--- src/rtl/dbus_interconnect.sv ---
// Data-bus interconnect: address decode of the CPU read/write port onto NSLV slaves, plus a
// read-response tracker with stall, timeout and sticky bus-error capture.
module dbus_interconnect #(
  parameter int unsigned        NSLV       = 3,
  parameter logic [31:0]        BASE_MASK  = 32'hFF00_0000,
  parameter logic [NSLV*32-1:0] BASE_ADDRS = {32'h0200_0000, 32'h0100_0000, 32'h0000_0000},
  parameter int unsigned        TIMEOUT    = 16,
  parameter logic [31:0]        ERR_RDATA  = 32'hDEAD_BEEF
) (
  input  logic                 clk,
  input  logic                 rstn,
  input  logic                 dmem_wr,
  input  logic [31:0]          dmem_waddr,
  input  logic [31:0]          dmem_wdata,
  input  logic [3:0]           dmem_wstrb,
  input  logic                 dmem_rd,
  input  logic [31:0]          dmem_raddr,
  output logic [31:0]          dmem_rdata,
  output logic                 stall,
  output logic [NSLV-1:0]      s_wr,
  output logic [31:0]          s_waddr,
  output logic [31:0]          s_wdata,
  output logic [3:0]           s_wstrb,
  output logic [NSLV-1:0]      s_rd,
  output logic [31:0]          s_raddr,
  input  logic [NSLV*32-1:0]   s_rdata,
  input  logic [NSLV-1:0]      s_rvalid,
  input  logic                 err_clr,
  output logic                 err_irq,
  output logic [1:0]           err_type,
  output logic [31:0]          err_addr
);

  localparam int unsigned     SelW    = $clog2(NSLV + 1);
  localparam logic [SelW-1:0] SelMiss = SelW'(NSLV);
  localparam logic [7:0]      CntMax  = 8'(TIMEOUT);

  typedef enum logic {StIdle, StWait} state_e;

  state_e          state_q, state_d;
  logic [SelW-1:0] sel_q, sel_d;
  logic [7:0]      cnt_q, cnt_d;
  logic [31:0]     raddr_q, raddr_d;
  logic            err_irq_q, err_irq_d;
  logic [1:0]      err_type_q, err_type_d;
  logic [31:0]     err_addr_q, err_addr_d;

  logic [SelW-1:0] rsel, wsel;
  logic            rvalid_sel, sel_miss, timed_out, in_wait, resp, accept;
  logic [31:0]     rdata_sel;
  logic            ev_valid;
  logic [1:0]      ev_type;
  logic [31:0]     ev_addr;

  // Scanning from the top down lets the lowest matching index win on overlapping bases.
  function automatic logic [SelW-1:0] decode(input logic [31:0] addr);
    logic [SelW-1:0] idx;
    idx = SelMiss;
    for (int i = int'(NSLV) - 1; i >= 0; i--) begin
      if ((addr & BASE_MASK) == BASE_ADDRS[32*i +: 32]) idx = SelW'(i);
    end
    return idx;
  endfunction

  always_comb begin
    rsel       = decode(dmem_raddr);
    wsel       = decode(dmem_waddr);
    rvalid_sel = 1'b0;
    rdata_sel  = '0;
    for (int i = 0; i < int'(NSLV); i++) begin
      if (sel_q == SelW'(i)) begin
        rvalid_sel = s_rvalid[i];
        rdata_sel  = s_rdata[32*i +: 32];
      end
    end
    in_wait   = (state_q == StWait);
    sel_miss  = (sel_q == SelMiss);
    timed_out = (cnt_q == CntMax);
    resp      = sel_miss | rvalid_sel | timed_out;
    accept    = ~in_wait | resp;
    stall     = in_wait & ~resp;
  end

  always_comb begin
    for (int i = 0; i < int'(NSLV); i++) begin
      s_wr[i] = dmem_wr & accept & (wsel == SelW'(i));
      s_rd[i] = dmem_rd & accept & (rsel == SelW'(i));
    end
    s_waddr = dmem_waddr & ~BASE_MASK;
    s_raddr = dmem_raddr & ~BASE_MASK;
    s_wdata = dmem_wdata;
    s_wstrb = dmem_wstrb;
  end

  always_comb begin
    dmem_rdata = '0;
    if (in_wait && rvalid_sel) begin
      dmem_rdata = rdata_sel;
    end else if (in_wait && (sel_miss || timed_out)) begin
      dmem_rdata = ERR_RDATA;
    end
  end

  // A write miss outranks a read error in the same cycle.
  always_comb begin
    ev_valid = 1'b0;
    ev_type  = 2'b00;
    ev_addr  = '0;
    if (dmem_wr && accept && (wsel == SelMiss)) begin
      ev_valid = 1'b1;
      ev_type  = 2'b10;
      ev_addr  = dmem_waddr;
    end else if (in_wait && resp && !rvalid_sel) begin
      ev_valid = 1'b1;
      ev_type  = sel_miss ? 2'b01 : 2'b11;
      ev_addr  = raddr_q;
    end

    err_irq_d  = err_irq_q;
    err_type_d = err_type_q;
    err_addr_d = err_addr_q;
    if (err_clr) begin
      err_irq_d  = 1'b0;
      err_type_d = 2'b00;
      err_addr_d = '0;
    end
    if (ev_valid && (!err_irq_q || err_clr)) begin
      err_irq_d  = 1'b1;
      err_type_d = ev_type;
      err_addr_d = ev_addr;
    end
  end

  always_comb begin
    state_d = state_q;
    sel_d   = sel_q;
    cnt_d   = cnt_q;
    raddr_d = raddr_q;
    if (dmem_rd && accept) begin
      state_d = StWait;
      sel_d   = rsel;
      cnt_d   = 8'd1;
      raddr_d = dmem_raddr;
    end else if (in_wait && resp) begin
      state_d = StIdle;
    end else if (in_wait) begin
      cnt_d = cnt_q + 8'd1;
    end
  end

  always_ff @(posedge clk or negedge rstn) begin
    if (!rstn) begin
      state_q    <= StIdle;
      sel_q      <= '0;
      cnt_q      <= '0;
      raddr_q    <= '0;
      err_irq_q  <= 1'b0;
      err_type_q <= 2'b00;
      err_addr_q <= '0;
    end else begin
      state_q    <= state_d;
      sel_q      <= sel_d;
      cnt_q      <= cnt_d;
      raddr_q    <= raddr_d;
      err_irq_q  <= err_irq_d;
      err_type_q <= err_type_d;
      err_addr_q <= err_addr_d;
    end
  end

  assign err_irq  = err_irq_q;
  assign err_type = err_type_q;
  assign err_addr = err_addr_q;

endmodule

--- config.mk ---
export PLATFORM = sky130hd
export DESIGN_NAME = dbus_interconnect
export DESIGN_NICKNAME = d
export VERILOG_FILES = /design/src/rtl/dbus_interconnect.sv
export SDC_FILE = /design/constraint.sdc
export NUM_CORES = 1
export LEC_CHECK = 0
export CAP_MARGIN = 20
export CORE_AREA = 2 2 146 148
export CTS_CLUSTER_SIZE = 16
export DETAILED_ROUTE_END_ITERATION = 16
export DIE_AREA = 0 0 148 150
export SKIP_LAST_GASP = 1
export SYNTH_ARGS = -nofsm -noshare
export SYNTH_HDL_FRONTEND = slang
export SYNTH_SLANG_ARGS = --single-unit
--- constraint.sdc ---
create_clock -name clk -period 2.75 [get_ports clk]
set_clock_uncertainty 0.2 [all_clocks]
set_input_delay 0.55 -clock clk [delete_from_list [all_inputs] [get_ports clk]]
set_output_delay 0.55 -clock clk [all_outputs]
set_load 0.02 [all_outputs]
======== Word-level counts from Yosys, hierarchy flattened ========
Index checks and enable logic that the tools add are counted.
word-level totals
  register bits after elaboration ......... 78
  bits of input ports ..................... 204
  output and inout port bits .............. 174
  word-level logic and storage cells ...... 89
operators by class
  $add $sub $neg .......................... 1
  equal/unequal tests ..................... 14
  mux-type cells .......................... 32
  bitwise gates (word level) .............. 14
  reduce and logical (&&, ||, !) cells .... 21
operator list
  cell                                                  count
  two-way mux 32 bit                                    9
  logical NOT 32 bit                                    2
  two-way mux 8 bit                                     3
  two-way mux 2 bit                                     9
  equality test 8 x 1 -> 1 bit (second input constant)  2
  equality test 8 x 2 -> 1 bit (second input constant)  2
  two-way mux 1 bit                                     11
  equality test 2 bit (second input constant)           5
  bitwise AND 1 bit                                     9
  adder 8 x 1 -> 8 bit (second input constant)          1
  equality test 8 x 5 -> 1 bit (second input constant)  1
  logical AND 1 bit                                     8
  equality test 2 x 1 -> 1 bit (second input constant)  3
  logical NOT 2 bit                                     3
  nonzero test 2 bit                                    3
  bitwise OR 1 bit                                      3
  logical NOT 1 bit                                     2
  logical OR 1 bit                                      2
  != test 2 x 1 -> 1 bit (second input constant)        1
  inverter 1 bit                                        2
  AND reduction 2 bit                                   1

======== Longest topological paths before layout ========
Gate-level depths: netlist of run 1.
  depth after elaboration ................. 12
  gate-level depth with buffers ........... 9

======== Worst setup path after synthesis of run 1 ========
OpenSTA, ideal clock, no wires.
  path kind ............................... register to output
  start ................................... register sel_q[0]
  end ..................................... output s_rd[0]
  arrival ................................. 2.010 ns
  data required time ...................... 2.000 ns
  slack ................................... -0.010 ns
  cell stages (with the launch flop) ...... 9
  cell sequence ........................... dfrtp_1 buf_6 nor2b_1 buf_2 a32oi_4 o21ai_2 buf_4 buf_6 nor4_1
on the way
  word-level cells in the longest chain between the ends .. 9
  elaborated cells on any way between the ends .. 12
  classes of those cells .................. 3 x eq/ne; 3 x mux; 5 x bitwise; 1 x reduce/logical
RTL lines
  item                                RTL line  source
  start: declaration                  41        logic [SelW-1:0] sel_q, sel_d;
  start signal: assignment            162       sel_q <= sel_d;
  logical NOT 2 bit                   71        if (sel_q == SelW'(i)) begin
  two-way mux 1 bit (3 in a row)      71
  bitwise OR 1 bit (*) (2 in a row)   79        resp = sel_miss | rvalid_sel | timed_out;
  bitwise OR 1 bit (*)                80        accept = ~in_wait | resp;
  bitwise AND 1 bit (*) (2 in a row)  87        s_rd[i] = dmem_rd & accept & (rsel == SelW'(i));
  end: declaration                    24        output logic [NSLV-1:0] s_rd,
Every way passes the cells marked *; elsewhere a longest branch is shown, timed or not.

======== Worst setup path in the final report of run 1 ========
  start ................................... register cnt_q[5]
  end ..................................... output dmem_rdata[6]
on the way
  word-level cells in the longest chain between the ends .. 5
RTL lines
  item                          RTL line  source
  start: declaration            42        logic [7:0] cnt_q, cnt_d;
  start signal: assignment      163       cnt_q <= cnt_d;
  equality test 8 x 5 -> 1 bit  78        timed_out = (cnt_q == CntMax);
  logical OR 1 bit              99        end else if (in_wait && (sel_miss || timed_out)) begin
  logical AND 1 bit             99
  two-way mux 32 bit            99
  two-way mux 32 bit            97        if (in_wait && rvalid_sel) begin
  end: declaration              18        output logic [31:0] dmem_rdata,
No other way between the ends.

==> results of run 1 <==
==> how the worst max path moves through the flow <==
| stage | from | endpoint | slack, ps |
|---|---|---|---|
| after detailed placement | s_rvalid[0] | s_rd[0] | -620 |
| after CTS | cnt_q[6] | dmem_rdata[7] | -180 |
| after global routing | cnt_q[5] | dmem_rdata[6] | -140 |
| after floorplan | sel_q[0] | s_wr[1] | 100 |
| final | cnt_q[5] | dmem_rdata[6] | -50 |
| after global placement | s_rvalid[0] | s_rd[0] | -590 |
==> critical path, stage by stage, from the launching register on <==
cell and delay, ps:
dfrtp_1 410, nor4b_4 360, nand3_2 140, buf_4 160, a21o_4 210, buf_4 160
o21ai_0 80, buf_2 190
==> per-stage QoR <==
stage	setup slack, ps	cell area, sq um
2_1_floorplan	103	5540
3_3_place_gp	-587	8480
3_5_place_dp	-623	8480
4_1_cts	-185	8820
5_1_grt	-137	9040
6_report	-48.0	9040
==> cells by family after synthesis <==
logic type	share of synthesized area
AO/OA/AOI/OAI	0.175
buffers and inverters	0.200
multiplexers	0.133
flip-flops	0.356
AND/OR/NAND/NOR	0.127
adder cells (fa/ha/maj)	0.00457
XOR/XNOR	0.00320
other	0.000685
==> cells in the final DEF (no fill, tap or decap), types with 3 or more instances in the layout <==
master	synthesis	layout
and3_1	4	3
o21ai_1	0	11
o21ai_2	1	5
nand3_1	39	38
buf_12	0	8
mux2_4	4	4
clkbuf_2	0	4
clkbuf_16	0	11
mux2_2	28	28
conb_1	1	16
a21oi_2	0	3
buf_4	102	91
o21ai_0	30	14
clkdlybuf4s50_1	0	241
nor2_1	48	47
o221ai_2	30	30
dlygate4sd2_1	0	5
clkinv_2	0	3
nand2_1	45	44
buf_6	5	13
a21oi_1	35	32
dfrtp_1	78	77
dlymetal6s2s_1	0	3
buf_2	12	9
inv_1	38	38
mux2i_1	34	34
==> repair_timing <==
item,4_1_cts,5_1_grt
gates resized for setup,193,76
buffers inserted,7,11
pin swaps,11,13
hold buffers,0,0
cloned,2,2
endpoints found under the setup margin,39,39
==> final cells by class <==
cell class                      instances  area [sq um]  area share
Timing Repair Buffer                  379          3650       0.404
Multi-Input combinational cell        353          2650       0.294
Sequential cell                        78          1950       0.216
Tap cell                              275           344      0.0381
Clock buffer                           10           229      0.0253
Inverter                               38           143      0.0158
Clock inverter                          6          62.6     0.00692
==> per-layer routing <==
metal,share of wire,vias up,wire length [microns]
met1,0.46,2442,8760
met2,0.48,151,9170
met3,0.052,21,1000
met5,0,-,0
met4,0.0095,0,182
li1,-,2463,-
==> power breakdown <==
part	internal (mW)	leakage [nW]	total [mW]	switching [mW]
Sequential	1.31	0.953	1.39	0.0875
Clock	0.701	0.146	1.19	0.484
Combinational	0.875	2.80	1.70	0.822
==> flip-flops by register name, indices dropped and copies added (netlist names) <==
signal	cells
in_wait	1
raddr_q	32
err_type	2
err_irq	1
sel_q	2
err_addr	32
cnt_q	8
==> summary.txt, run 1 <==
STA
  • Setup Total Neg Slack: -471 ps
  • Period utilization: 1.02
  • Final setup fails: 23
  • Slew headroom: 0.560
  • Final hold violations: 0
  • Worst Tran Pin Value: about 660 ps
  • Max Fclk: ~360 MHz
  • Slew Limit Fails: 0
  • Final period demand of the worst path: roughly 2800 ps
  • Final worst setup slack: -48.0 ps
  • RSZ-0062 raised after global routing: true
  • Min Hold Slack: between 10 and 15 ps

Global routing
  • Total gr overflow: 0
  • M1 GR Usage: 0.236
  • Initial antenna violation count: 0
  • Tot GR Track Use: 0.167
  • M2 GR Usage: 0.263
  • Vias in the first global route: 4899
  • GR peak layer: met2
  • Largest net degree at the start of global routing: 48
  • Met3 Use GR: 0.0351
  • First-pass GRT wire length: 28700 microns

Logic synthesis
  • Synth cell count leaders: 102 x buf_4, 78 x dfrtp_1, 48 x nor2_1
  • Post-synth top area share: 0.356
  • Dominant cells by area after synthesis: dfrtp_1 36%, buf_4 14%, o221ai_2 8.2%, mux2i_1 6.2%, mux2_2 5.8%
  • FFs w/ async S/R, synth: 1.00
  • Dominant cell type by area after synthesis: dfrtp_1
  • Most frequent cell after synthesis: buf_4
  • #FFs+latches synth: between 70 and 80
  • Mapped Avg Cell Area: between 9 and 10 sq um
  • Post-synth EDFFs: 0
  • Mapped Cells: 592
  • Yosys warning total: 0
  • Top FF cell, synth: dfrtp_1
  • Post-synthesis sequential area ratio: 0.356
  • Post-Syn Area: around 0.0055 sq mm
  • Post-synth cell types: 47

Status
  • Failing checks: setup timing
  • Outcome: finished with violations

Worst setup path
  • Worst Setup Path Type: reg2out
  • Critical Path RT: roughly 2000 ps
  • CP Capture Type: primary output
  • Critical Path Source Type: flop
  • Reg-to-Reg Start: sel_q[0]
  • Reg2Reg Depth: 6
  • FF-to-FF End: raddr_q[6]
  • CP max FO: 7
  • Worst R2R Setup Slack: around 290 ps
  • WP data arrival: roughly 2000 ps

CTS
  • Clock buffer depth: 2
  • CTS Buf Count: 9
  • CTS tree: built
  • Clk slew on worst S/H paths: about 60 ps
  • Root buffer cell: clkbuf_16
  • Skew-Pair Late Insertion Delay: around 340 ps
  • Htree depth: 3
  • Clk sinks: 78

Detailed routing
  • Post-DRT Antenna Nets: 0
  • Routed vias/inst: about 4.5
  • Vias: between 5k and 6k
  • Drc violations: 0
  • Pre-Repair DR Iteration Count: 4
  • Initial DRC count: roughly 270
  • Avg WL per Cell: approximately 17 microns
  • Final wirelength: approximately 19000 microns

Cells and area
  • Ant. Diodes: 0
  • Layout cell share with drive strength beyond 1: 0.275
  • Area growth syn-to-layout: 65.0%
  • Net count reported at finish: 1065
  • Finished Core Util: 0.437
  • Fill cells: between 2k and 2.5k
  • Fin cells: ~1.1k

Placement
  • Placed cells: about 1.1k
  • DP HPWL: 14200 microns
  • Port Buffer Count: approximately 290
  • Routability Congestion: between 0.8 and 0.9

Floorplan
  • Core area: around 0.021 sq mm
  • Die ar.: ~0.022 sq mm
  • Initial Util: 0.265
  • I/O Pins: between 300 and 400
  • Die H: around 150 microns
  • Row cnt: 53
  • Die Wd: 148 microns

Pwr
  • P_leak: around 4 nW
  • Power Total: between 4 and 5 mW
  • Maximum vdd drop: roughly 0.26 mV
  • Pwr dens: approximately 470 mW/mm^2

Min path
  • Worst hold path class: in2async

Run
  • Max cap viols: 0
(Power assumes the default switching activity.)
==> run 2: changes to the inputs <==
ABC_AREA = 1   (was default)
CAP_MARGIN = default   (was 20)
==> run 2 against run 1 <==
  * The flow still finishes with violations (setup timing)
  * Synthesized cell count rose by 43%
  * Clock-buffer cell count is 1 higher
  * Final area is 0.97% lower
  * Critical path type is now in2out
  * Critical endpoint is now s_rd[2]
==> summary.txt, run 2 <==
Detailed routing
  • Post-DRT Antenna Nets: 0
  • Avg WL per Cell: about 16 microns
  • Vias: approximately 6k
  • Initial DRC count: between 200 and 300
  • Final wirelength: 21900 microns
  • Pre-Repair DR Iteration Count: 4
  • Routed vias/inst: 4.41
  • Drc violations: 0

Placement
  • Placed cells: between 1k and 1.5k
  • Routability Congestion: 0.895
  • Port Buffer Count: 289
  • DP HPWL: 15900 microns
  • Dpl ws: -479 ps
  • Dpl cell area: approximately 0.0085 sq mm

CTS
  • CTS Buf Count: 9
  • Root buffer cell: clkbuf_16
  • Clock buffer depth: 2
  • Skew-Pair Late Insertion Delay: 340 ps
  • CTS tree: built
  • Htree depth: 3
  • Clk sinks: just under 80
  • Clk slew on worst S/H paths: ~60 ps

Worst setup path
  • WP data arrival: between 2000 and 2500 ps
  • Levels on crit path: 10
  • Worst Setup Path Type: in2out
  • Buffers and inverters on the worst path: 2
  • CP max FO: 3
  • Slowest CP cell: clkdlybuf4s50_1
  • Crit path max-delay family: simple AND/OR/NAND/NOR gates
  • Critical Path RT: ~2000 ps
  • Worst path cell trace: clkdlybuf4s50_1, nand3_2, nand3_2, nor2_4, nand2_4, nand2_4, nor2_4, nand3_4, nor2_4, buf_6
  • Critical Path Source Type: input pin
  • CP Capture Type: primary output
  • Cell mode on critical path: nor2_4
  • Reg2Reg Depth: 17
  • CP max stage delay: ~540 ps

Floorplan
  • Die ar.: 0.0222 sq mm
  • Row cnt: 53
  • Initial Util: 0.270
  • Die H: roughly 150 microns
  • I/O Pins: approximately 380
  • Core area: between 0.02 and 0.025 sq mm
  • Die Wd: between 100 and 150 microns

Global routing
  • Vias in the first global route: 5835
  • Initial antenna violation count: 0
  • Largest net degree at the start of global routing: 73
  • Total gr overflow: 0
  • Tot GR Track Use: 0.190
  • First-pass GRT wire length: 32900 microns

STA
  • Worst Tran Pin Value: just over 700 ps
  • Final setup fails: 1
  • Setup Total Neg Slack: -7.01 ps
  • Slew headroom: 0.521
  • Final period demand of the worst path: about 2800 ps
  • Final hold violations: 0
  • RSZ-0062 raised after global routing: true
  • Final worst setup slack: -7.01 ps
  • Period utilization: 1.00
  • Max Fclk: approximately 360 MHz
  • Slew Limit Fails: 0

Logic synthesis
  • Post-synth cell types: 28
  • #FFs+latches synth: 78
  • Post-synthesis sequential area ratio: 0.349
  • Post-synth EDFFs: 0
  • Top FF cell, synth: dfrtp_1
  • FFs w/ async S/R, synth: 1.00
  • Most frequent cell after synthesis: nand2_1
  • Dominant cells by area after synthesis: dfrtp_1 35%, nand2_1 20%, buf_4 14%, nand3_1 6.3%, nor2_1 5.2%
  • Mapped Avg Cell Area: between 6 and 7 sq um
  • Synth cell count leaders: 304 x nand2_1, 104 x buf_4, 78 x dfrtp_1, 78 x nor2_1, 70 x nand3_1
  • Mapped Cells: approximately 840
  • Yosys warning total: 0
  • Post-synth top area share: 0.349
  • Post-Syn Area: 0.00559 sq mm
  • Dominant cell type by area after synthesis: dfrtp_1

Pwr
  • P_leak: 4.24 nW
  • Pwr dens: around 420 mW/mm^2
  • Power Total: 3.77 mW
  • Maximum vdd drop: 0.329 mV

Run
  • Max cap viols: 0

Status
  • Failing checks: setup timing
  • Outcome: finished with violations

Cells and area
  • Ant. Diodes: 0
  • Fin cells: about 1.4k
  • Area growth syn-to-layout: 60.1%
  • Fill cells: approximately 2.1k
  • Commonest non-fill, non-tap cell in the layout: nand2_1
  • Net count reported at finish: 1288
  • Fin area: a little under 0.009 sq mm
  • Commonest non-fill, non-tap cells in the layout: 300 x nand2_1, 249 x clkdlybuf4s50_1, 76 x dfrtp_1
  • Layout cell share with drive strength beyond 1: 0.146

Min path
  • Worst hold path depth: 2
  • Worst hold path class: reg2reg
-- run 2: where the power goes --
group / leakage (nW) / internal (mW) / switching (mW)
logic: 3.15 / 0.586 / 0.590
clock network: 0.146 / 0.797 / 0.487
registers: 0.949 / 1.26 / 0.0507
total: 4.24 / 2.64 / 1.13
-- run 2: cell families (layout without fill, tap and decap cells) --
group | Yosys count | count (layout) | synth area share
flip-flops | 78 | 78 | 0.349
other | 1 | 16 | 0.000671
adder cells (fa/ha/maj) | 2 | 2 | 0.00448
AND/OR/NAND/NOR | 502 | 502 | 0.379
AO/OA/AOI/OAI | 50 | 50 | 0.0490
XOR/XNOR | 3 | 3 | 0.00470
buffers and inverters | 208 | 436 | 0.213
-- run 2: final cells by class --
| type | instances | area [sq um] | share of cell area |
|---|---|---|---|
| tap | 275 | 344 | 0.0384 |
| timing repair buffer | 359 | 3480 | 0.389 |
| clock inverter | 5 | 83.8 | 0.00937 |
| multi-input combinational | 573 | 2620 | 0.293 |
| clock buffer | 11 | 233 | 0.0260 |
| inverter | 61 | 230 | 0.0257 |
| sequential | 78 | 1950 | 0.218 |
-- run 2: repair_timing --
| item | 4_1_cts | 5_1_grt |
|---|---|---|
| gates cloned | 1 | 3 |
| gates resized for setup | 155 | 71 |
| hold buffers | 1 | 0 |
| endpoints found under the setup margin | 39 | 37 |
| buffers inserted | 0 | 5 |
| endpoints found under the hold margin | 28 | 0 |
| pin swaps | 0 | 11 |
-- run 2: per-stage QoR --
step                hold WS [ps]  utilization
floorplan                   54.4            -
global placement             273        0.409
CTS                          292        0.425
detailed placement           276        0.409
finish                       287        0.433
global route                 309        0.433
-- run 2: worst paths after layout --
check / startpoint / endpoint / slack [ps]
max: s_rvalid[1] / s_rd[2] / -7
max in group asynchronous: rstn / raddr_q[7] / 1230
min: raddr_q[25] / raddr_q[25] / 290
max reg2reg: cnt_q[1] / err_addr[27] / 260
min reg2reg: raddr_q[25] / raddr_q[25] / 290
min in group asynchronous: rstn / err_addr[17] / 490
-- run 2: routing by layer --
metal | vias to the layer above | track usage | wire, microns
met2 | 175 | 0.305 | 10400
met5 | - | 0 | 0
met1 | 2782 | 0.257 | 9960
met3 | 27 | 0.0460 | 1200
li1 | 3024 | - | -
met4 | 0 | 0.0481 | 341
-- run 2: worst reg2reg max path, delay by kind of cell, from the launching register on --
family | cells | cell delay (ps)
adder cells (fa/ha/maj) | 1 | 130
buffers and inverters | 6 | 760
AND/OR/NAND/NOR | 10 | 890
flip-flops | 1 | 380
